`src/rtl/temporal_encoder_n.sv`:
```
// Turns a vector of binary time values into temporal-code lanes, one gamma cycle per vector,
// framed by a one-cycle grst pulse; a single pending slot lets frames run back to back.
module temporal_encoder_n #(
  parameter int GAMMA_CYCLE_WIDTH = 16,
  parameter int PULSE_WIDTH       = 8,
  parameter int NUM_OUTPUTS       = GAMMA_CYCLE_WIDTH,
  parameter int VAL_W             = $clog2(GAMMA_CYCLE_WIDTH) + 1
) (
  input  logic                         clk,
  input  logic                         rst,
  input  logic                         in_valid,
  output logic                         in_ready,
  input  logic [NUM_OUTPUTS*VAL_W-1:0] in_values,
  output logic                         grst,
  output logic [NUM_OUTPUTS-1:0]       y,
  output logic [VAL_W-1:0]             phase,
  output logic                         busy
);

  localparam int               CW     = VAL_W + 1;
  localparam logic [CW-1:0]    G_C    = CW'(GAMMA_CYCLE_WIDTH);
  localparam logic [CW-1:0]    PW_M1  = CW'(PULSE_WIDTH - 1);
  localparam logic [VAL_W-1:0] T_LAST = VAL_W'(GAMMA_CYCLE_WIDTH - 1);
`ifdef FALLING
  localparam logic IDLE_LVL = 1'b1;
`else
  localparam logic IDLE_LVL = 1'b0;
`endif

  typedef enum logic [1:0] {S_IDLE, S_GRST, S_RUN} state_t;

  state_t                       state, state_nx;
  logic [VAL_W-1:0]             t, t_nx;
  logic [NUM_OUTPUTS*VAL_W-1:0] active, active_nx;
  logic [NUM_OUTPUTS*VAL_W-1:0] pending, pending_nx;
  logic                         pending_full, pending_full_nx;
  logic                         xfer;
  logic [NUM_OUTPUTS-1:0]       y_nx;
  logic [CW-1:0]                lane_v, t_ext;

  assign in_ready = !pending_full;
  assign xfer     = in_valid && in_ready;

  always_comb begin
    state_nx        = state;
    t_nx            = t;
    active_nx       = active;
    pending_nx      = pending;
    pending_full_nx = pending_full;
    case (state)
      S_IDLE: begin
        t_nx = '0;
        if (xfer) begin
          active_nx = in_values;
          state_nx  = S_GRST;
        end
      end
      S_GRST: begin
        t_nx     = '0;
        state_nx = S_RUN;
        if (xfer) begin
          pending_nx      = in_values;
          pending_full_nx = 1'b1;
        end
      end
      S_RUN: begin
        if (t == T_LAST) begin
          t_nx = '0;
          // A full pending slot holds in_ready low, so xfer cannot collide with the pending swap.
          if (pending_full) begin
            active_nx       = pending;
            pending_nx      = '0;
            pending_full_nx = 1'b0;
            state_nx        = S_GRST;
          end else if (xfer) begin
            active_nx = in_values;
            state_nx  = S_GRST;
          end else begin
            state_nx = S_IDLE;
          end
        end else begin
          t_nx = t + VAL_W'(1);
          if (xfer) begin
            pending_nx      = in_values;
            pending_full_nx = 1'b1;
          end
        end
      end
      default: state_nx = S_IDLE;
    endcase
  end

  // Lane levels are computed for the upcoming cycle so y leaves a flop.
  always_comb begin
    y_nx   = {NUM_OUTPUTS{IDLE_LVL}};
    lane_v = '0;
    t_ext  = {1'b0, t_nx};
    if (state_nx == S_RUN) begin
      for (int i = 0; i < NUM_OUTPUTS; i++) begin
        lane_v = {1'b0, active_nx[i*VAL_W +: VAL_W]};
        if (lane_v < G_C) begin
`ifdef RISING
          y_nx[i] = (t_ext >= lane_v);
`elsif FALLING
          y_nx[i] = (t_ext < lane_v);
`else
          y_nx[i] = (t_ext >= lane_v) && (t_ext <= lane_v + PW_M1);
`endif
        end
      end
    end
  end

  always_ff @(posedge clk) begin
    if (rst) begin
      state        <= S_IDLE;
      t            <= '0;
      active       <= '0;
      pending      <= '0;
      pending_full <= 1'b0;
      grst         <= 1'b0;
      busy         <= 1'b0;
      phase        <= '0;
      y            <= {NUM_OUTPUTS{IDLE_LVL}};
    end else begin
      state        <= state_nx;
      t            <= t_nx;
      active       <= active_nx;
      pending      <= pending_nx;
      pending_full <= pending_full_nx;
      grst         <= (state_nx == S_GRST);
      busy         <= (state_nx != S_IDLE);
      phase        <= t_nx;
      y            <= y_nx;
    end
  end

endmodule

```
`config.mk`:
```
export PLATFORM = sky130hd
export DESIGN_NAME = temporal_encoder_n
export DESIGN_NICKNAME = d
export VERILOG_FILES = /design/src/rtl/temporal_encoder_n.sv
export SDC_FILE = /design/constraint.sdc
export NUM_CORES = 1
export LEC_CHECK = 0
export BUFFER_PORTS_ARGS = -buffer_cell sky130_fd_sc_hd__buf_4
export CAP_MARGIN = 20
export CORE_ASPECT_RATIO = 1.1
export CORE_MARGIN = 2
export CORE_UTILIZATION = 40
export CTS_CLUSTER_SIZE = 10
export DETAILED_ROUTE_END_ITERATION = 10
export SLEW_MARGIN = 20
export SYNTH_ARGS = -nofsm -noshare
export SYNTH_HDL_FRONTEND = slang
export SYNTH_SLANG_ARGS = --single-unit
```
`constraint.sdc`:
```
create_clock -name clk -period 9.78 [get_ports clk]
set_input_delay 2.445 -clock clk [delete_from_list [all_inputs] [get_ports clk]]
set_output_delay 2.445 -clock clk [all_outputs]
set_load 0.01 [all_outputs]
```
==> reports/results.txt <==
Status: completed
Synth area leaders: dfxtp_1, ha_1, mux2i_1
CTS Buf Count: 17
Max cap viols: 0
Starting density of the core: 40.48%
Layout cells sized above 1: 15.33%
Pwr dens: 184.0 nW/um^2
Placed cells: 2231
Fin area: 16700 um^2
Vias in the first global route: 13630
Max incr delay on CP: 0.69 ns
Count leader, synth: nor2_1
HPWL Detailed: 28100 um
Post-synth ARST share: 0%
Drt via density: 5.999
Internal: 1.866 mW
Finished Layout Cells: 2262
Total detailed-routing wirelength: 46390 um
Post-Place Worst Slack: 3.247 ns
DR iter-0 viols: 872
Post-synthesis sequential area ratio: 24.78%
Placement Rows: 74
Residual DRC: 0
Tcrit/Tclk final: 62.76%
Cell count after synthesis: 1739
Final Setup Violations: 0
PortBufs: 106
Grt met2 use: 42.11%
DIE AREA: 39140 um^2
Final Power: 3.072 mW
Initial antenna violation count: 2
GRT Total Usage: 23.63%
Leakage dissipation: 6.982 nW
Worst hold slack: 0.4900 ns
Vias: 13570
Critical path cell sequence: buf_4 -> buf_4 -> buf_4 -> mux2_2 -> mux2i_1 -> o211a_1 -> nor4bb_1 -> xnor2_1 -> ha_1 -> a211oi_1 -> a21oi_1 -> a211oi_1 -> and3_1
Post_cts resized: 0
GR Layer Usage met3: 2.468%
Sink Count: 186
Clock share of power: 24.5%
Ys flop type: dfxtp_1
Drt wl/cell: 20.51 um
GP Congestion: 0.8160
Postcts setup bufs: 0
Final setup TNS: 0 ns
Max-slew violation count: 0
Relative slew slack: 28.20%
Layout area overhead: 11.11%
Sw power: 1.206 mW
Final setup margin: 3.643 ns
Setup Skew: 0.01604 ns
Netlist Area Pre-Place: 15030 um^2
Pre-Repair DR Iteration Count: 5
CTS tree: done
Die Span Y: 207.3 um
Post-synth EDFFs: 0
RSZ-0062 raised after global routing: false
Top cell type's share of synthesized area: 24.78%
Required time of the critical path: 10.18 ns
DP Area: 16080 um^2
Finished Core Util: 44.98%
Ant diodes: 0
Worst slew pin tran: 1.077 ns
Max Freq: 162.9 MHz
Post-synth cell types: 48
Clk_lat worst skew: 0.45 ns
Antenna-violating nets left: 0
CTS H-tree lvls: 4
Final #Nets: 2020
GRT overflow: 0
Comb pwr share: 45.7%
Critical Path Sink Type: flip-flop
Hold_buf cts: 0
Crit path max-delay cell type: buf_4
Critical Path Source Type: input port
Yosys warns: 0
Final hold violation count: 0
Clock buffer depth: 2
Net switching fraction of the power: 39.25%
Worst Path Max Fanout: 60
Die X-Extent: 188.8 um
M1 GR Usage: 29.89%
Worst path arrival time: 6.54 ns
Sequential share of power: 29.8%
Clock transition at path regs: 0.08 ns
Syn Nets: 2003
HP Class: reg2reg
WS Path Type: in2reg
First-pass GRT wire length: 74400 um
VDD IR max: 143.3 uV
Root Driver: clkbuf_16
Largest net degree at the start of global routing: 92
Core footprint: 37130 um^2
Synth area leader: dfxtp_1
Most used cell, CP: buf_4
Flops & latches, synth: 186
# IOs: 107
Mapped Avg Cell Area: 8.643 um^2
Min Clock Period, post-route: 6.137 ns
Most Used Layer, Global Route: met2
Most frequent cells after synthesis: nor2_1, dfxtp_1, ha_1
path summary, 6_finish.rpt:
check | cells after the start | slack [ns] | from | endpoint
max | 13 | 3.64 | in_valid | y[11]$_SDFF_PP0_
min | 2 | 0.49 | pending[76]$_SDFFE_PP0P_ | pending[76]$_SDFFE_PP0P_
max reg2reg | 12 | 4.71 | pending_full$_SDFFE_PP0P_ | y[14]$_SDFF_PP0_
min reg2reg | 2 | 0.49 | pending[76]$_SDFFE_PP0P_ | pending[76]$_SDFFE_PP0P_
critical path, delay by kind of cell:
family,cells,cell delay [ns]
compound gates,4,0.82
xor+xnor,1,0.17
fa+ha+maj,1,0.28
buf+inv,3,1.67
mux,2,0.53
simple gates,2,0.55
cells in the final DEF (no fill, tap or decap), types with 6 or more instances in the layout:
master | netlist | layout
nor2_1 | 246 | 245
dfxtp_1 | 186 | 185
ha_1 | 181 | 179
buf_4 | 16 | 129
nand2_1 | 108 | 107
mux2i_1 | 97 | 97
a22oi_1 | 80 | 80
a211oi_1 | 64 | 64
o21ai_0 | 65 | 62
a21oi_1 | 52 | 51
nand3_1 | 50 | 50
o211ai_1 | 48 | 48
mux2_2 | 48 | 48
o211a_1 | 38 | 38
nor2b_1 | 36 | 36
xnor2_1 | 32 | 32
a311oi_1 | 27 | 27
nor3b_1 | 26 | 26
and4b_1 | 27 | 26
a221oi_2 | 17 | 17
o21a_1 | 17 | 17
clkbuf_16 | 0 | 17
nand2b_1 | 17 | 16
o2bb2ai_1 | 16 | 16
xor2_1 | 16 | 16
a21boi_0 | 16 | 16
nand4_1 | 16 | 16
and3_1 | 15 | 15
inv_2 | 11 | 11
inv_1 | 10 | 9
nor4b_4 | 9 | 9
nand4b_1 | 7 | 7
or3b_2 | 6 | 6
clkbuf_8 | 0 | 6
area by class of cell:
cell class / instances / area, um^2
clock buffers: 23 / 508.0
well taps: 494 / 618.1
flip-flops and latches: 186 / 3725
fillers: 3607 / 20430
inverters: 21 / 80.08
multi-input cells: 1400 / 10680
repair buffers: 130 / 979.7
clock inverters: 8 / 110.1
kinds of logic (layout without fill, tap and decap cells):
| kind of cell | count (synthesis) | in the layout | share of synthesized area, % |
|---|---|---|---|
| compound gates | 448 | 448 | 22.25 |
| buf+inv | 153 | 182 | 4.854 |
| mux | 145 | 145 | 10.06 |
| xor+xnor | 48 | 48 | 2.797 |
| simple gates | 578 | 578 | 20.20 |
| flops | 186 | 186 | 24.78 |
| fa+ha+maj | 181 | 181 | 15.07 |
power by group through the flow:
stage          Combinational, mW  Clock (mW)  Sequential, mW
2_1_floorplan               1.08           0           0.908
3_3_place_gp                1.36           0           0.928
3_5_place_dp                1.40           0           0.930
4_1_cts                     1.40       0.764           0.914
5_1_grt                     1.57       0.792           0.926
6_report                    1.40       0.753           0.916
routing by layer:
layer	share of wire [%]	routed length (um)
met1	44	20630
met2	49	22650
met3	4.5	2099
met4	2.2	1002
met5	0	0
flip-flops by register name (all words and copies together) (netlist names):
name	cells
grst	1
pending	80
y	16
active	80
t	5
state	2
pending_full	1
busy	1
(Power assumes the default switching activity.)
